File: src/rtl/axis_uart_pkg.sv
// Shared state encoding and elaboration helpers for the AXI-Stream UART TX scheduler.
package axis_uart_pkg;

    typedef enum logic {
        IDLE = 1'b0,
        XFER = 1'b1
    } sched_state_e;

    // Ceiling log2; returns 0 for inputs of 0 or 1.
    function automatic int unsigned clog2(input int unsigned value);
        int unsigned r;
        r = 0;
        for (int unsigned i = 0; i < 32; i++) begin
            if ((32'd1 << i) < value) r = i + 1;
        end
        return r;
    endfunction

endpackage

File: src/rtl/axis_uart_tx_sched_if.sv
// AXI-Stream bundle carrying N_LANES independent streams side by side.
interface axis_uart_tx_sched_if #(
    parameter int unsigned N_LANES   = 1,
    parameter int unsigned DATA_BITS = 8
);
    logic [N_LANES*DATA_BITS-1:0] tdata;
    logic [N_LANES-1:0]           tvalid;
    logic [N_LANES-1:0]           tlast;
    logic [N_LANES-1:0]           tready;

    modport master (output tdata, tvalid, tlast, input tready);
    modport slave  (input tdata, tvalid, tlast, output tready);
endinterface

File: src/rtl/uart_baud_gen.sv
// Free-running baud divider: one-cycle uart_ena every baud_div+1 clock cycles.
module uart_baud_gen #(
    parameter int unsigned BAUD_DIV_WIDTH = 16
) (
    input  logic                      aclk,
    input  logic                      arstn,
    input  logic [BAUD_DIV_WIDTH-1:0] baud_div,
    output logic                      uart_ena
);
    logic [BAUD_DIV_WIDTH-1:0] baud_cnt_q, baud_cnt_d;
    logic                      uart_ena_q, uart_ena_d;

    // >= rather than == so a shrinking divider wraps at once instead of running to the top.
    always_comb begin
        baud_cnt_d = baud_cnt_q + BAUD_DIV_WIDTH'(1);
        uart_ena_d = 1'b0;
        if (baud_cnt_q >= baud_div) begin
            baud_cnt_d = '0;
            uart_ena_d = 1'b1;
        end
    end

    always_ff @(posedge aclk) begin
        if (!arstn) begin
            baud_cnt_q <= '0;
            uart_ena_q <= 1'b0;
        end else begin
            baud_cnt_q <= baud_cnt_d;
            uart_ena_q <= uart_ena_d;
        end
    end

    assign uart_ena = uart_ena_q;

endmodule

File: src/rtl/axis_uart_tx_sched.sv
// Round-robin, packet-locked arbiter sharing one UART TX core among NUM_SRC AXI-Stream
// requesters, plus the baud strobe that paces the core.
module axis_uart_tx_sched
    import axis_uart_pkg::*;
#(
    parameter int unsigned NUM_SRC        = 4,
    parameter int unsigned DATA_BITS      = 8,
    parameter int unsigned MAX_BURST      = 16,
    parameter int unsigned BAUD_DIV_WIDTH = 16
) (
    input  logic                      aclk,
    input  logic                      arstn,
    input  logic [BAUD_DIV_WIDTH-1:0] baud_div,
    axis_uart_tx_sched_if.slave       s_axis,
    axis_uart_tx_sched_if.master      m_axis,
    output logic                      uart_ena,
    output logic [NUM_SRC-1:0]        grant,
    output logic                      busy
);
    localparam int unsigned IDX_W = (clog2(NUM_SRC) > 0) ? clog2(NUM_SRC) : 1;
    localparam int unsigned CNT_W = (clog2(MAX_BURST) > 0) ? clog2(MAX_BURST) : 1;

    sched_state_e       state_q, state_d;
    logic [NUM_SRC-1:0] grant_q, grant_d;
    logic [IDX_W-1:0]   gidx_q, gidx_d;
    logic [IDX_W-1:0]   rr_ptr_q, rr_ptr_d;
    logic [CNT_W-1:0]   beat_cnt_q, beat_cnt_d;

    logic               pick_found;
    logic [IDX_W-1:0]   pick_idx;
    logic [IDX_W-1:0]   cand;
    logic [DATA_BITS-1:0] m_tdata_c;
    logic               m_tvalid_c;
    logic               m_tlast_c;
    logic [NUM_SRC-1:0] s_tready_c;
    logic               beat_acc;

    // First valid requester at or after rr_ptr, searching upward with wrap.
    always_comb begin
        pick_found = 1'b0;
        pick_idx   = '0;
        cand       = '0;
        for (int unsigned k = 0; k < NUM_SRC; k++) begin
            cand = IDX_W'((32'(rr_ptr_q) + k) % NUM_SRC);
            if (!pick_found && s_axis.tvalid[cand]) begin
                pick_found = 1'b1;
                pick_idx   = cand;
            end
        end
    end

    // Zero-latency pass-through from the owner; gated by reset so nothing is accepted then.
    always_comb begin
        m_tdata_c  = '0;
        m_tvalid_c = 1'b0;
        m_tlast_c  = 1'b0;
        s_tready_c = '0;
        if (state_q == XFER && arstn) begin
            for (int unsigned i = 0; i < NUM_SRC; i++) begin
                if (gidx_q == IDX_W'(i)) m_tdata_c = s_axis.tdata[i*DATA_BITS +: DATA_BITS];
            end
            m_tvalid_c         = s_axis.tvalid[gidx_q];
            m_tlast_c          = s_axis.tlast[gidx_q];
            s_tready_c[gidx_q] = m_axis.tready[0];
        end
    end

    always_comb begin
        state_d    = state_q;
        grant_d    = grant_q;
        gidx_d     = gidx_q;
        rr_ptr_d   = rr_ptr_q;
        beat_cnt_d = beat_cnt_q;
        beat_acc   = m_tvalid_c && m_axis.tready[0];
        case (state_q)
            IDLE: begin
                if (pick_found) begin
                    state_d           = XFER;
                    grant_d           = '0;
                    grant_d[pick_idx] = 1'b1;
                    gidx_d            = pick_idx;
                    beat_cnt_d        = '0;
                end
            end
            XFER: begin
                if (beat_acc) begin
                    beat_cnt_d = beat_cnt_q + CNT_W'(1);
                    // tlast and the burst cap on the same beat end the burst once.
                    if (m_tlast_c || beat_cnt_q == CNT_W'(MAX_BURST - 1)) begin
                        state_d    = IDLE;
                        grant_d    = '0;
                        beat_cnt_d = '0;
                        rr_ptr_d   = (gidx_q == IDX_W'(NUM_SRC - 1)) ? '0 : gidx_q + IDX_W'(1);
                    end
                end
            end
            default: state_d = IDLE;
        endcase
    end

    always_ff @(posedge aclk) begin
        if (!arstn) begin
            state_q    <= IDLE;
            grant_q    <= '0;
            gidx_q     <= '0;
            rr_ptr_q   <= '0;
            beat_cnt_q <= '0;
        end else begin
            state_q    <= state_d;
            grant_q    <= grant_d;
            gidx_q     <= gidx_d;
            rr_ptr_q   <= rr_ptr_d;
            beat_cnt_q <= beat_cnt_d;
        end
    end

    uart_baud_gen #(
        .BAUD_DIV_WIDTH(BAUD_DIV_WIDTH)
    ) u_baud_gen (
        .aclk    (aclk),
        .arstn   (arstn),
        .baud_div(baud_div),
        .uart_ena(uart_ena)
    );

    assign m_axis.tdata  = m_tdata_c;
    assign m_axis.tvalid = m_tvalid_c;
    assign m_axis.tlast  = m_tlast_c;
    assign s_axis.tready = s_tready_c;
    assign grant         = grant_q;
    assign busy          = (state_q == XFER);

endmodule

File: src/flat_wrapper.sv
// flat-port wrapper written by rule: the top's interface ports become plain ports
module axis_uart_tx_sched_flat import axis_uart_pkg::*;
#(
    parameter int unsigned NUM_SRC        = 4,
    parameter int unsigned DATA_BITS      = 8,
    parameter int unsigned MAX_BURST      = 16,
    parameter int unsigned BAUD_DIV_WIDTH = 16
)
  (aclk, arstn, baud_div, uart_ena, grant, busy, s_axis_tdata, s_axis_tvalid, s_axis_tlast, s_axis_tready, m_axis_tdata, m_axis_tvalid, m_axis_tlast, m_axis_tready);
  axis_uart_tx_sched_if #(.N_LANES(NUM_SRC), .DATA_BITS(DATA_BITS)) s_axis_i ();
  axis_uart_tx_sched_if #(.N_LANES(1), .DATA_BITS(DATA_BITS)) m_axis_i ();
  input  logic aclk;
  input  logic arstn;
  input  logic [BAUD_DIV_WIDTH-1:0] baud_div;
  output logic uart_ena;
  output logic [NUM_SRC-1:0] grant;
  output logic busy;
  input wire logic [$bits(s_axis_i.tdata)-1:0] s_axis_tdata;
  input wire logic [$bits(s_axis_i.tvalid)-1:0] s_axis_tvalid;
  input wire logic [$bits(s_axis_i.tlast)-1:0] s_axis_tlast;
  output wire logic [$bits(s_axis_i.tready)-1:0] s_axis_tready;
  output wire logic [$bits(m_axis_i.tdata)-1:0] m_axis_tdata;
  output wire logic [$bits(m_axis_i.tvalid)-1:0] m_axis_tvalid;
  output wire logic [$bits(m_axis_i.tlast)-1:0] m_axis_tlast;
  input wire logic [$bits(m_axis_i.tready)-1:0] m_axis_tready;
  assign s_axis_i.tdata = s_axis_tdata;
  assign s_axis_i.tvalid = s_axis_tvalid;
  assign s_axis_i.tlast = s_axis_tlast;
  assign s_axis_tready = s_axis_i.tready;
  assign m_axis_tdata = m_axis_i.tdata;
  assign m_axis_tvalid = m_axis_i.tvalid;
  assign m_axis_tlast = m_axis_i.tlast;
  assign m_axis_i.tready = m_axis_tready;
  axis_uart_tx_sched #(.NUM_SRC(NUM_SRC), .DATA_BITS(DATA_BITS), .MAX_BURST(MAX_BURST), .BAUD_DIV_WIDTH(BAUD_DIV_WIDTH)) u_core (.aclk(aclk), .arstn(arstn), .baud_div(baud_div), .s_axis(s_axis_i), .m_axis(m_axis_i), .uart_ena(uart_ena), .grant(grant), .busy(busy));
endmodule
File: config.mk
export PLATFORM = sky130hd
export DESIGN_NAME = axis_uart_tx_sched_flat
export DESIGN_NICKNAME = d
export VERILOG_FILES = /design/src/rtl/axis_uart_pkg.sv /design/src/rtl/axis_uart_tx_sched_if.sv /design/src/rtl/uart_baud_gen.sv /design/src/rtl/axis_uart_tx_sched.sv /design/src/flat_wrapper.sv
export SDC_FILE = /design/constraint.sdc
export NUM_CORES = 1
export LEC_CHECK = 0
export BUFFER_PORTS_ARGS = -buffer_cell sky130_fd_sc_hd__buf_4
export CAP_MARGIN = 30
export CELL_PAD_IN_SITES_DETAIL_PLACEMENT = 0
export CELL_PAD_IN_SITES_GLOBAL_PLACEMENT = 1
export CORE_ASPECT_RATIO = 1.1
export CORE_MARGIN = 2
export CORE_UTILIZATION = 35
export DETAILED_ROUTE_END_ITERATION = 12
export HOLD_SLACK_MARGIN = 0.06
export PLACE_DENSITY = 0.87
export RECOVER_POWER = 50
export SLEW_MARGIN = 20
export SYNTH_ARGS = -nofsm -noshare
export SYNTH_HDL_FRONTEND = slang
export SYNTH_SLANG_ARGS = --single-unit
File: constraint.sdc
create_clock -name aclk -period 2.13 [get_ports aclk]
set_input_delay 0.1065 -clock aclk [delete_from_list [all_inputs] [get_ports aclk]]
set_output_delay 0.1065 -clock aclk [all_outputs]
set_load 0.03 [all_outputs]
# Word level (Yosys, flattened, before mapping)

Cells that the tools add are included.

Register bits: 30
Output and inout port bits: 20

Add/sub/neg operators: 6
Reduce and logical (&&, ||, !) cells: 17
$lt $le $gt $ge: 9
Equality and inequality tests: 7
Bitwise operators: 3
Multiplexer cells: 46

Operator list:

| kind                                                | number |
|---|---|
| 2-to-1 mux 8 bit                                    | 5 |
| 2-to-1 mux 4 bit                                    | 7 |
| < comparator 2 x 3 -> 1 bit, second input constant  | 6 |
| 2-to-1 mux 1 bit                                    | 18 |
| adder 16 x 1 -> 16 bit, second input constant       | 1 |
| >= comparator 16 bit                                | 1 |
| one-hot mux 4 bit (2 select lines)                  | 2 |
| binary-select mux 1 bit (select 2 bit)              | 6 |
| 2-to-1 mux 2 bit                                    | 5 |
| logical AND 1 bit                                   | 7 |
| AND reduction 3 bit                                 | 2 |
| adder 2 x 1 -> 2 bit, second input constant         | 2 |
| adder 2 bit, second input constant                  | 2 |
| adder 4 x 1 -> 4 bit, second input constant         | 1 |
| bitwise AND 4 bit                                   | 1 |
| demux 1 bit (select 2 bit)                          | 2 |
| equality test 2 bit, second input constant          | 2 |
| equality test 4 bit, second input constant          | 1 |
| >= comparator 2 x 1 -> 1 bit, second input constant | 2 |
| inequality test 2 bit, second input constant        | 2 |
| AND reduction 2 bit                                 | 2 |
| logical NOT 1 bit                                   | 3 |
| equality test 2 x 1 -> 1 bit, second input constant | 1 |
| logical NOT 2 bit                                   | 1 |
| 5 further kinds                                     | 6 |

# Depth between registers and ports, before layout

Gate-level depths: netlist (run 1).

Word-level depth: 18
Gate-level depth with buffers: 8
Depth with buffers taken out: 7

# Modules after synthesis

From an unflattened synthesis (run 1), not the netlist that was laid out.

Cells, all modules: 275
Area total of the unflattened synthesis: 2208.4 um^2

Modules (own cells, without submodules):

| module             | area each (um^2) | times used | cells each |
|---|---|---|---|
| axis_uart_tx_sched | 1137.3           | 1          | 147 |
| uart_baud_gen      | 1071.0           | 1          | 128 |

# Worst setup path before layout (run 1)

OpenSTA, ideal clock, no wires.

Path type: reg-to-reg
Start: reg u_core.state_q (netlist: u_core.busy)
End: reg u_core.rr_ptr_q[0]
Clock period less this slack: 2052 ps
Buffers on the path: 1
Arrival: 1951 ps
Setup slack: 78 ps
Stages on the path, launching flop included: 6
Setup time: 101 ps
Cells stage by stage: dfxtp_1 clkbuf_1 nand3_1 o22ai_1 o211ai_1 o41ai_1

Cells in the longest elaborated chain, start to end: 4
Elaborated cells on any way between the ends: 6
Those cells by class: mux (2); reduce/logical (4)

Ends and longest elaborated chain:

| element                              | RTL line                  | source |
|---|---|---|
| start, declared                      | axis_uart_tx_sched.sv:23  | `sched_state_e state_q, state_d;` |
| start signal, assigned               | axis_uart_tx_sched.sv:109 | `state_q <= state_d;` |
| logical AND 1 bit                    | axis_uart_tx_sched.sv:58  | `if (state_q == XFER && arstn) begin` |
| 2-to-1 mux 1 bit                     | axis_uart_tx_sched.sv:58  |  |
| via m_axis_tlast                     | flat_wrapper.sv:24        | `output wire logic [$bits(m_axis_i.tlast)-1:0] m_axis_tlast;` |
| logical OR 1 bit                     | axis_uart_tx_sched.sv:89  | `if (m_tlast_c \|\| beat_cnt_q == CNT_W'(MAX_BURST - 1)) begin` |
| AND reduction 3 bit (no source line) | --                        |  |
| end signal, assigned                 | axis_uart_tx_sched.sv:112 | `rr_ptr_q <= rr_ptr_d;` |
| end, declared                        | axis_uart_tx_sched.sv:26  | `logic [IDX_W-1:0] rr_ptr_q, rr_ptr_d;` |

The timed path passes the listed nets, and every way through them passes these cells.
A chain may end at the register's enable or synchronous reset.

# Worst setup path after layout (run 1)

Start: reg u_core.gidx_q[0]
End: out m_axis_tdata[0]

Cells in the longest elaborated chain, start to end: 6
Elaborated cells on any way between the ends: 9
Those cells by class: eq/ne (3); mux (5); reduce/logical (1)

Ends and longest elaborated chain:

| element                        | RTL line                  | source |
|---|---|---|
| start, declared                | axis_uart_tx_sched.sv:25  | `logic [IDX_W-1:0] gidx_q, gidx_d;` |
| start signal, assigned         | axis_uart_tx_sched.sv:111 | `gidx_q <= gidx_d;` |
| logical NOT 2 bit              | axis_uart_tx_sched.sv:60  | `if (gidx_q == IDX_W'(i)) m_tdata_c = s_axis.tdata[i*DATA_BITS +: DATA_BITS];` |
| 2-to-1 mux 8 bit (3 in series) | axis_uart_tx_sched.sv:60  |  |
| 2-to-1 mux 8 bit *             | axis_uart_tx_sched.sv:60  |  |
| 2-to-1 mux 8 bit *             | axis_uart_tx_sched.sv:58  |  |
| end, declared                  | flat_wrapper.sv:22        | `output wire logic [$bits(m_axis_i.tdata)-1:0] m_axis_tdata;` |

Mark *: on every way between the ends. The rest lies on a longest branch, timed or not.

==> results.py, run 1 <==
metrics = {
    "cts": {
        "clkTransAtPathRegs_ns": 0.07,
        "holdBufCountCts": 0,
        "cts_setup_buffers": 0,
        "cts.sinks": 30,
        "cts_inserted_buffers": 5,
        "insertion_delay_ns": 0.28,
        "cts_tree": "yes",
        "cts_buffer_depth": 2,
        "htree_levels": 2,
        "cts-root-buf": "clkbuf_8",
    },
    "setup_path": {
        "worst-path-buf-inv": 2,
        "criticalPathCategory": "flop to primary output",
        "startpoint": "u_core.gidx_q[0]$_SDFFE_PN0P_",
        "end_kind": "primary output",
        "slowest_stage": "dfxtp_4",
        "critPathTopFamily": "compound AO/OA/AOI/OAI gates",
        "worstReg2RegStart": "u_core.u_baud_gen.baud_cnt_q[5]$_SDFF_PP0_",
        "required_ns": 2.02,
        "critPathMaxFanout": 7,
        "cp-start-kind": "flop",
        "cpPeakStageDelay_ns": 0.38,
        "arrival_ns": 1.88,
        "path_cells": "inv_1, ha_1, nor2b_4, a221oi_1, nor3_1, a21oi_1, nor2_1, buf_4",
    },
    "status": {
        "outcome": "complete, no violations",
    },
    "sta": {
        "relSlewSlack_pct": 59.7,
        "period_minus_slack_ns": 1.99,
        "hold_violations": 0,
        "fin_ws_ns": 0.144,
        "finalClockSkew_ns": 0.00738,
        "drv_slew": 0,
        "rsz0062_at_grt": "yes",
        "timing.hold.ws_ns": 0.178,
        "max_freq_mhz": 504,
        "worstMarginPinSlew_ns": 0.605,
        "setup_violations": 0,
        "fin_crit_sh_pct": 93.2,
        "tns_ns": 0,
    },
    "cells_and_area": {
        "num_antenna_cells": 0,
        "nets": 434,
        "regArea_um2": 604,
        "multi_input_area_mm2": 0.00144,
        "final_cell_area_mm2": 0.00292,
        "drive_gt1_share_pct": 25.7,
        "area_growth_pct": 34.5,
        "num-fill-cells": 628,
    },
    "power": {
        "pwr-share-seq_pct": 42.6,
        "vdd_drop_max_mv": 0.493,
        "internal-power_uw": 1000,
        "p_clk_share_pct": 33.3,
        "p_leak_uw": 0.00134,
        "power_density_mw_per_mm2": 478,
        "switchingPower_uw": 391,
        "p_comb_share_pct": 24.0,
        "swShare_pct": 28.1,
    },
    "place": {
        "place_congestion": 0.756,
        "place_area_mm2": 0.00284,
        "place.detailed.hpwl_um": 4260,
        "dp_slack_ns": 0.173,
        "placement.io_buffers": 78,
    },
    "logic_synthesis": {
        "syn_inst": 274,
        "synth_top_cell_by_area": "dfxtp_1",
        "avgSynthCellArea_um2": 7.91,
        "synthTopCellsByArea": "dfxtp_1 (28%), ha_1 (13%), nor2_1 (6.1%), inv_1 (4.5%), nand3_1 (3.5%)",
        "async_flop_share_pct": 0,
        "yosysUniqueCellTypes": 49,
        "yosys_warnings": 0,
        "syn_nets": 355,
        "ys.flop_type": "dfxtp_1",
        "synth_seq_cells": 30,
        "synth-edff-count": 0,
        "netlist_area_mm2": 0.00217,
        "ys_seq_area_share_pct": 27.7,
        "post-synth-top-area-fraction_pct": 27.7,
    },
    "hold_path": {
        "hold_class": "input pin to flop",
        "min_from": "arstn",
    },
    "route": {
        "wl_per_cell_um": 12.6,
        "ant_nets": 0,
        "vias_per_cell": 5.03,
        "drt_iter0_markers": 63,
        "drtPass1Iterations": 4,
        "drc_errors": 0,
        "num_vias": 2181,
        "drt-total-wl_um": 5460,
    },
    "global_route": {
        "grt_pass1_vias": 2005,
        "grt_max_degree": 22,
        "grt_overflow": 0,
        "grt_pass1_wl_um": 8830,
        "track_usage_pct": 15.7,
        "antenna_found_initial": 0,
    },
    "floorplanning": {
        "dieArea_mm2": 0.00684,
        "core_area_mm2": 0.00608,
        "start_util_pct": 35.7,
        "rows": 30,
        "fp.dieW_um": 79.0,
        "die_height_um": 86.6,
        "io_pins": 79,
    },
    "job": {
        "max-cap-violations": 0,
    },
}
==> power by group through the flow <==
stage               sequential, uW  combinational, uW  clock (uW)
global placement               607                332           0
floorplan                      614                180           0
CTS                            595                339         480
global route                   597                373         512
finish                         594                335         464
detailed placement             608                336           0
==> sequential cells by signal, indices dropped and copies added (netlist names) <==
| signal | cells |
|---|---|
| u_core.rr_ptr_q | 2 |
| u_core.gidx_q | 2 |
| u_core.u_baud_gen.baud_cnt_q | 16 |
| u_core.u_baud_gen.uart_ena | 1 |
| u_core.beat_cnt_q | 4 |
| u_core.grant | 4 |
| u_core.busy | 1 |
==> per-stage QoR <==
| step | util [%] | cells | power, uW |
|---|---|---|---|
| global placement | 46.7 | 426 | 939 |
| detailed placement | 46.7 | 426 | 944 |
| global route | 48.0 | 434 | 1480 |
| finish | 48.0 | 434 | 1390 |
| floorplan | - | 274 | 794 |
| CTS | 48.2 | 434 | 1410 |
==> final cells by class <==
| type | instances | share of cell area [%] |
|---|---|---|
| multi-input cells | 208 | 49.3 |
| inverters | 26 | 3.35 |
| repair buffers | 82 | 20.1 |
| clock inverters | 1 | 0.172 |
| well taps | 80 | 3.43 |
| flip-flops and latches | 30 | 20.7 |
| clock buffers | 7 | 2.96 |
==> path summary, 6_finish.rpt <==
check	to	slack [ns]	depth (start not counted)
worst min-delay path	u_core.busy$_SDFF_PN0_	0.18	2
worst max-delay path	m_axis_tdata[0]	0.14	8
worst min register to register	u_core.grant[1]$_SDFFE_PN0P_	0.46	2
worst max register to register	u_core.u_baud_gen.baud_cnt_q[11]$_SDFF_PP0_	0.16	6
==> layout by cell type, fill, tap and decap left out, types with 9 or more instances in the layout <==
| cell type | count |
|---|---|
| nor2_1 | 35 |
| nor3_1 | 11 |
| ha_1 | 20 |
| a21oi_1 | 12 |
| buf_4 | 74 |
| nand3_1 | 15 |
| clkbuf_1 | 9 |
| nand2_1 | 13 |
| inv_1 | 26 |
| dfxtp_1 | 29 |
==> synthesized netlist by cell type (3+ instances only) <==
cell      count
nor2_1       35
dfxtp_1      30
inv_1        26
ha_1         22
nand3_1      15
nand2_1      13
a21oi_1      12
nor3_1       11
nor2b_1       9
a221oi_1      8
clkbuf_1      8
xor2_1        8
and2_1        7
and3_1        7
o21ai_0       7
xnor2_1       6
nand4_1       4
o211ai_1      4
mux2i_1       3
o22ai_1       3
==> cell families after synthesis <==
logic type / after synthesis / share of synthesized area (%)
simple gates: 110 / 25.3
compound gates: 58 / 19.6
buf+inv: 36 / 6.64
flops: 30 / 27.7
fa+ha+maj: 22 / 12.7
xor+xnor: 14 / 5.66
mux: 4 / 2.42
==> per-layer routing <==
layer | vias up | global-route usage [%] | wire length, um
li1 | 1136 | - | -
met1 | 976 | 19.2 | 2400
met2 | 67 | 27.3 | 2590
met3 | 2 | 5.00 | 448
met4 | 0 | 2.82 | 18
met5 | - | 0 | 0
==> repair_timing <==
action / 4_1_cts / 5_1_grt
endpoints found under the setup margin: 7 / 7
gates resized for setup: 2 / 5
pin swaps: 0 / 0
(Power assumes the default switching activity.)
==> run 2: changes to the inputs <==
CORE_UTILIZATION = 32   (was 35)
PLACE_DENSITY = 0.84   (was 0.87)
clock period = 1.75 ns   (was 2.13 ns; I/O delays follow)
==> run 2 against run 1 <==
Net effect: the run now ends with negative setup slack left; cell count is 9.7% higher; combinational power is 81% higher; hold slack gained 0.046 ns; core utilization up 9.8 points; global-route usage up 1.9 points; wire length is 27% higher; critical endpoint is now m_axis_tdata[1]; largest cell class unchanged; largest power group unchanged.
==> results.py, run 2 (synthesized netlist as in run 1, its figures left out) <==
metrics = {
    "global_route": {
        "grt_pass1_vias": 2394,
        "grt_overflow": 0,
        "antenna_found_initial": 0,
        "grt_pass1_wl_um": 10400,
        "grt_max_degree": 18,
        "track_usage_pct": 17.6,
    },
    "setup_path": {
        "required_ns": 1.66,
        "rr_worst_depth": 10,
        "critPathMaxFanout": 6,
        "arrival_ns": 1.85,
        "end_kind": "primary output",
        "criticalPathCategory": "flop to primary output",
        "cp-start-kind": "flop",
    },
    "cts": {
        "cts.sinks": 30,
        "clkTransAtPathRegs_ns": 0.06,
        "holdBufCountCts": 0,
        "htree_levels": 2,
        "insertion_delay_ns": 0.28,
        "cts-root-buf": "clkbuf_8",
        "cts_inserted_buffers": 5,
        "cts_buffer_depth": 2,
        "cts_tree": "yes",
    },
    "cells_and_area": {
        "layout_commonest_cell": "buf_4",
        "drive_gt1_share_pct": 52.8,
        "final_cell_mix": "buf_4 (97), inv_1 (24), dfxtp_1 (21)",
        "num-fill-cells": 605,
        "nets": 474,
        "final_cell_area_mm2": 0.00378,
        "largest_reg_flops": 16,
        "max_flop_register": "u_core.u_baud_gen.baud_cnt_q",
        "multi_input_area_mm2": 0.00185,
        "regArea_um2": 622,
        "num_antenna_cells": 0,
        "area_growth_pct": 74.6,
    },
    "floorplanning": {
        "rows": 31,
        "core_area_mm2": 0.00656,
        "start_util_pct": 33.1,
        "io_pins": 79,
        "dieArea_mm2": 0.00745,
        "die_height_um": 90.3,
        "fp.dieW_um": 82.5,
    },
    "place": {
        "place_congestion": 0.750,
        "place_area_mm2": 0.00311,
        "dp_slack_ns": -0.0927,
        "placement.io_buffers": 78,
        "place.detailed.hpwl_um": 4820,
    },
    "route": {
        "drt-total-wl_um": 6940,
        "drc_errors": 0,
        "drtPass1Iterations": 4,
        "drt_iter0_markers": 68,
        "wl_per_cell_um": 14.6,
        "vias_per_cell": 5.11,
        "num_vias": 2432,
        "ant_nets": 0,
    },
    "hold_path": {
        "hold_class": "input pin to flop",
        "hold_depth": 3,
    },
    "sta": {
        "rsz0062_at_grt": "yes",
        "drv_slew": 0,
        "max_freq_mhz": 516,
        "relSlewSlack_pct": 68.3,
        "hold_violations": 0,
        "fin_crit_sh_pct": 111,
        "worstMarginPinSlew_ns": 0.475,
        "finalClockSkew_ns": 0.00325,
        "period_minus_slack_ns": 1.94,
        "fin_ws_ns": -0.189,
        "setup_violations": 11,
    },
    "power": {
        "p_comb_share_pct": 30.7,
        "p_clk_share_pct": 33.1,
        "power_density_mw_per_mm2": 523,
        "internal-power_uw": 1410,
        "pwr-share-seq_pct": 36.2,
        "swShare_pct": 28.5,
        "p_leak_uw": 0.00164,
        "vdd_drop_max_mv": 0.533,
        "switchingPower_uw": 564,
    },
    "status": {
        "violations": "negative setup slack",
        "outcome": "finished, violations left",
    },
    "job": {
        "max-cap-violations": 0,
    },
}
run 2: cell count changes in the layout (fill, tap and decap cells not counted), moves of 4 or more:
cell	previous run	this run
a221oi_1	7	0
a221oi_2	1	8
buf_4	74	97
buf_6	0	15
clkbuf_1	9	5
dfxtp_1	29	21
dfxtp_2	0	5
ha_1	20	9
ha_4	0	10
nor2_1	35	15
nor2_2	0	20
o21ai_0	7	1
run 2: metrics by stage:
stage                     total power, uW  setup TNS [ns]  std cells  hold WS (ns)  utilization, %
after global placement               1190          -0.899        452         0.450            47.4
after global routing                 2080           -3.22        476         0.251            57.7
final                                1980           -1.21        476         0.224            57.7
after floorplan                       983         -0.0437        274         0.346               -
after detailed placement             1200           -1.32        452         0.451            47.4
after CTS                            1930          -0.873        465         0.237            53.0
run 2: cell type report:
type | instances | area share, %
Inverter | 26 | 2.71
Multi-Input combinational cell | 209 | 48.9
Sequential cell | 30 | 16.4
Tap cell | 82 | 2.71
Timing Repair Buffer | 121 | 26.4
Clock buffer | 8 | 2.91
run 2: worst max-delay path, stage by stage (launching register included):
cell and delay [ns]:
dfxtp_4 0.39, inv_4 0.06, ha_4 0.15, nor2b_4 0.15
buf_6 0.12, a221oi_2 0.19, nor3_1 0.08, a21oi_1 0.21
nor2_2 0.07, buf_6 0.15
run 2: what timing repair did:
action                                 4_1_cts  5_1_grt
gates cloned                                 2        0
endpoints found under the hold margin        0        0
resized for setup                           42       57
setup endpoints to repair                   27       35
pin swaps                                   18       40
buffers inserted                             3       11
run 2: path summary, 6_finish.rpt:
| check | start | to | slack (ns) |
|---|---|---|---|
| max | u_core.gidx_q[0]$_SDFFE_PN0P_ | m_axis_tdata[1] | -0.19 |
| min | s_axis_tvalid[3] | u_core.grant[0]$_SDFFE_PN0P_ | 0.22 |
| min reg2reg | u_core.grant[3]$_SDFFE_PN0P_ | u_core.grant[3]$_SDFFE_PN0P_ | 0.45 |
| max reg2reg | u_core.gidx_q[1]$_SDFFE_PN0P_ | u_core.rr_ptr_q[0]$_SDFFE_PN0P_ | -0.03 |
run 2: power by group through the flow:
stage	clock network (uW)	registers, uW	logic, uW
2_1_floorplan	0	747	236
3_3_place_gp	0	733	456
3_5_place_dp	0	734	466
4_1_cts	672	719	534
5_1_grt	704	719	657
6_report	655	716	607
run 2: layer usage:
| metal | global-route usage (%) | wire, um |
|---|---|---|
| met1 | 18.3 | 2590 |
| met2 | 33.0 | 3670 |
| met3 | 5.30 | 591 |
| met4 | 4.31 | 82 |
| met5 | 0 | 0 |
==> run 3: changes to the inputs <==
CORE_UTILIZATION = 35   (was 32)
PLACE_DENSITY = 0.88   (was 0.84)
clock period = 2.03 ns   (was 1.75 ns; I/O delays follow)
==> run 3 against run 2 <==
Net effect: the run now ends clean; critical path depth decreased by 3; total power decreased by 25%; clock skew increased by 0.0021 ns; clock power decreased by 24%; die area decreased by 8.2%; combinational power decreased by 40%; register-to-register slack improved by 0.14 ns; setup slack improved by 0.30 ns; cell count decreased by 8.2%; sequential cell count unchanged; first-iteration DRC count decreased by 22%.
==> results.py, run 3 (synthesized netlist as in run 1, its figures left out) <==
metrics = {
    "status": {
        "outcome": "complete, no violations",
    },
    "cells_and_area": {
        "final_cell_mix": "buf_4 (73), nor2_1 (35), dfxtp_1 (27)",
        "largest_reg_flops": 16,
        "layout_commonest_cell": "buf_4",
        "final_core_util_pct": 49.3,
        "regArea_um2": 607,
        "num-fill-cells": 632,
        "num_antenna_cells": 0,
        "nets": 437,
        "drive_gt1_share_pct": 28.6,
        "multi_input_area_mm2": 0.00150,
        "area_growth_pct": 38.2,
        "fin_cells": 437,
        "max_flop_register": "u_core.u_baud_gen.baud_cnt_q",
    },
    "power": {
        "power_uw": 1480,
        "power_density_mw_per_mm2": 495,
        "p_leak_uw": 0.00135,
        "vdd_drop_max_mv": 0.486,
    },
    "cts": {
        "cts_inserted_buffers": 5,
        "cts_setup_buffers": 0,
        "cts_buffer_depth": 2,
        "cts_tree": "yes",
        "cts.sinks": 30,
        "cts-root-buf": "clkbuf_8",
        "htree_levels": 2,
        "insertion_delay_ns": 0.28,
        "clkTransAtPathRegs_ns": 0.07,
    },
    "sta": {
        "drv_slew": 0,
        "fin_ws_ns": 0.109,
        "setup_violations": 0,
        "max_freq_mhz": 521,
        "tns_ns": 0,
        "fin_crit_sh_pct": 94.6,
        "period_minus_slack_ns": 1.92,
        "hold_violations": 0,
        "worstMarginPinSlew_ns": 0.421,
        "rsz0062_at_grt": "no",
        "finalClockSkew_ns": 0.00532,
        "relSlewSlack_pct": 71.8,
    },
    "global_route": {
        "grt_pass1_wl_um": 8810,
        "grt_pass1_vias": 1999,
        "track_usage_pct": 15.8,
        "grt_overflow": 0,
        "grt_max_degree": 22,
        "antenna_found_initial": 0,
    },
    "floorplanning": {
        "core_area_mm2": 0.00608,
        "start_util_pct": 35.7,
        "dieArea_mm2": 0.00684,
        "rows": 30,
        "die_height_um": 86.6,
        "fp.dieW_um": 79.0,
        "io_pins": 79,
    },
    "hold_path": {
        "min_from": "arstn",
        "hold_depth": 2,
        "holdPathEnd": "u_core.busy$_SDFF_PN0_",
        "hold_class": "input pin to flop",
    },
    "route": {
        "num_vias": 2232,
        "drc_errors": 0,
        "ant_nets": 0,
        "drt-total-wl_um": 5740,
        "drt_iter0_markers": 53,
        "vias_per_cell": 5.11,
        "drtPass1Iterations": 6,
        "wl_per_cell_um": 13.1,
    },
    "setup_path": {
        "criticalPathCategory": "flop to flop",
        "worst-path-buf-inv": 0,
        "path_cells": "ha_1, a211oi_1, o21ai_1, a221o_1, a211o_4, nor2_1",
        "cp-start-kind": "flop",
        "rr_worst_depth": 6,
        "r2r_end": "u_core.u_baud_gen.baud_cnt_q[13]$_SDFF_PP0_",
        "end_kind": "flop",
        "arrival_ns": 2.13,
        "startpoint": "u_core.u_baud_gen.baud_cnt_q[9]$_SDFF_PP0_",
        "critPathMaxFanout": 8,
        "r2r_slack_ns": 0.11,
        "required_ns": 2.24,
        "worstReg2RegStart": "u_core.u_baud_gen.baud_cnt_q[9]$_SDFF_PP0_",
        "critPathTopFamily": "compound AO/OA/AOI/OAI gates",
        "cpPeakStageDelay_ns": 0.39,
        "slowest_stage": "a221o_1",
    },
    "job": {
        "max-cap-violations": 0,
    },
    "place": {
        "place.detailed.hpwl_um": 4390,
        "placement.io_buffers": 78,
        "dp_slack_ns": 0.0836,
        "place_congestion": 0.731,
        "dp.cells": 428,
    },
}
==> run 3: cell count changes in the layout (fill, tap and decap cells not counted), sizes merged <==
cell      previous run  this run
clkinvlp             0         1
clkinv               0         1
buf                116        74
clkbuf              13        16
==> run 3: area by class of cell <==
cell class | count | area share (%)
inverters | 26 | 3.26
clock inverters | 2 | 0.418
repair buffers | 84 | 19.9
well taps | 80 | 3.34
multi-input cells | 209 | 50.1
flip-flops and latches | 30 | 20.3
clock buffers | 6 | 2.76
==> run 3: worst max path at each step <==
stage,to,cells after the start,slack (ns)
2_1_floorplan,u_core.u_baud_gen.baud_cnt_q[15]$_SDFF_PP0_,7,0.13
3_3_place_gp,u_core.u_baud_gen.baud_cnt_q[5]$_SDFF_PP0_,6,0.14
3_5_place_dp,u_core.u_baud_gen.baud_cnt_q[13]$_SDFF_PP0_,6,0.08
4_1_cts,m_axis_tdata[1],8,0.02
5_1_grt,m_axis_tdata[0],8,0.007
6_report,u_core.u_baud_gen.baud_cnt_q[13]$_SDFF_PP0_,6,0.11
==> run 3: metal layers <==
layer  global-route usage, %  vias up  routed length, um
li1                        -     1147                  -
met1                    17.3     1014               2400
met2                    29.7       67               2790
met3                    4.58        4                502
met4                    4.08        0                 44
met5                       0        -                  0
==> run 3: worst reg2reg max path: stages, from the launching register on <==
cell,delay [ns]
dfxtp_1,0.32
ha_1,0.30
a211oi_1,0.23
o21ai_1,0.11
a221o_1,0.39
a211o_4,0.39
nor2_1,0.12
==> run 3: what timing repair did <==
action	4_1_cts	5_1_grt
resized for setup	3	16
endpoints found under the setup margin	7	24
pin swaps	0	2
gates cloned	0	1
hold buffers	0	0
==> run 3: through the flow <==
step	hold slack, ns	area, um^2
detailed placement	0.452	2860
global placement	0.445	2860
CTS	0.180	2960
floorplan	0.360	2170
global route	0.185	3000
finish	0.184	3000
==> run 3: power by group <==
group	total, uW	internal [uW]	switching, uW
sequential	623	605	17.4
clock	499	272	227
combinational	362	178	184
total	1480	1060	428
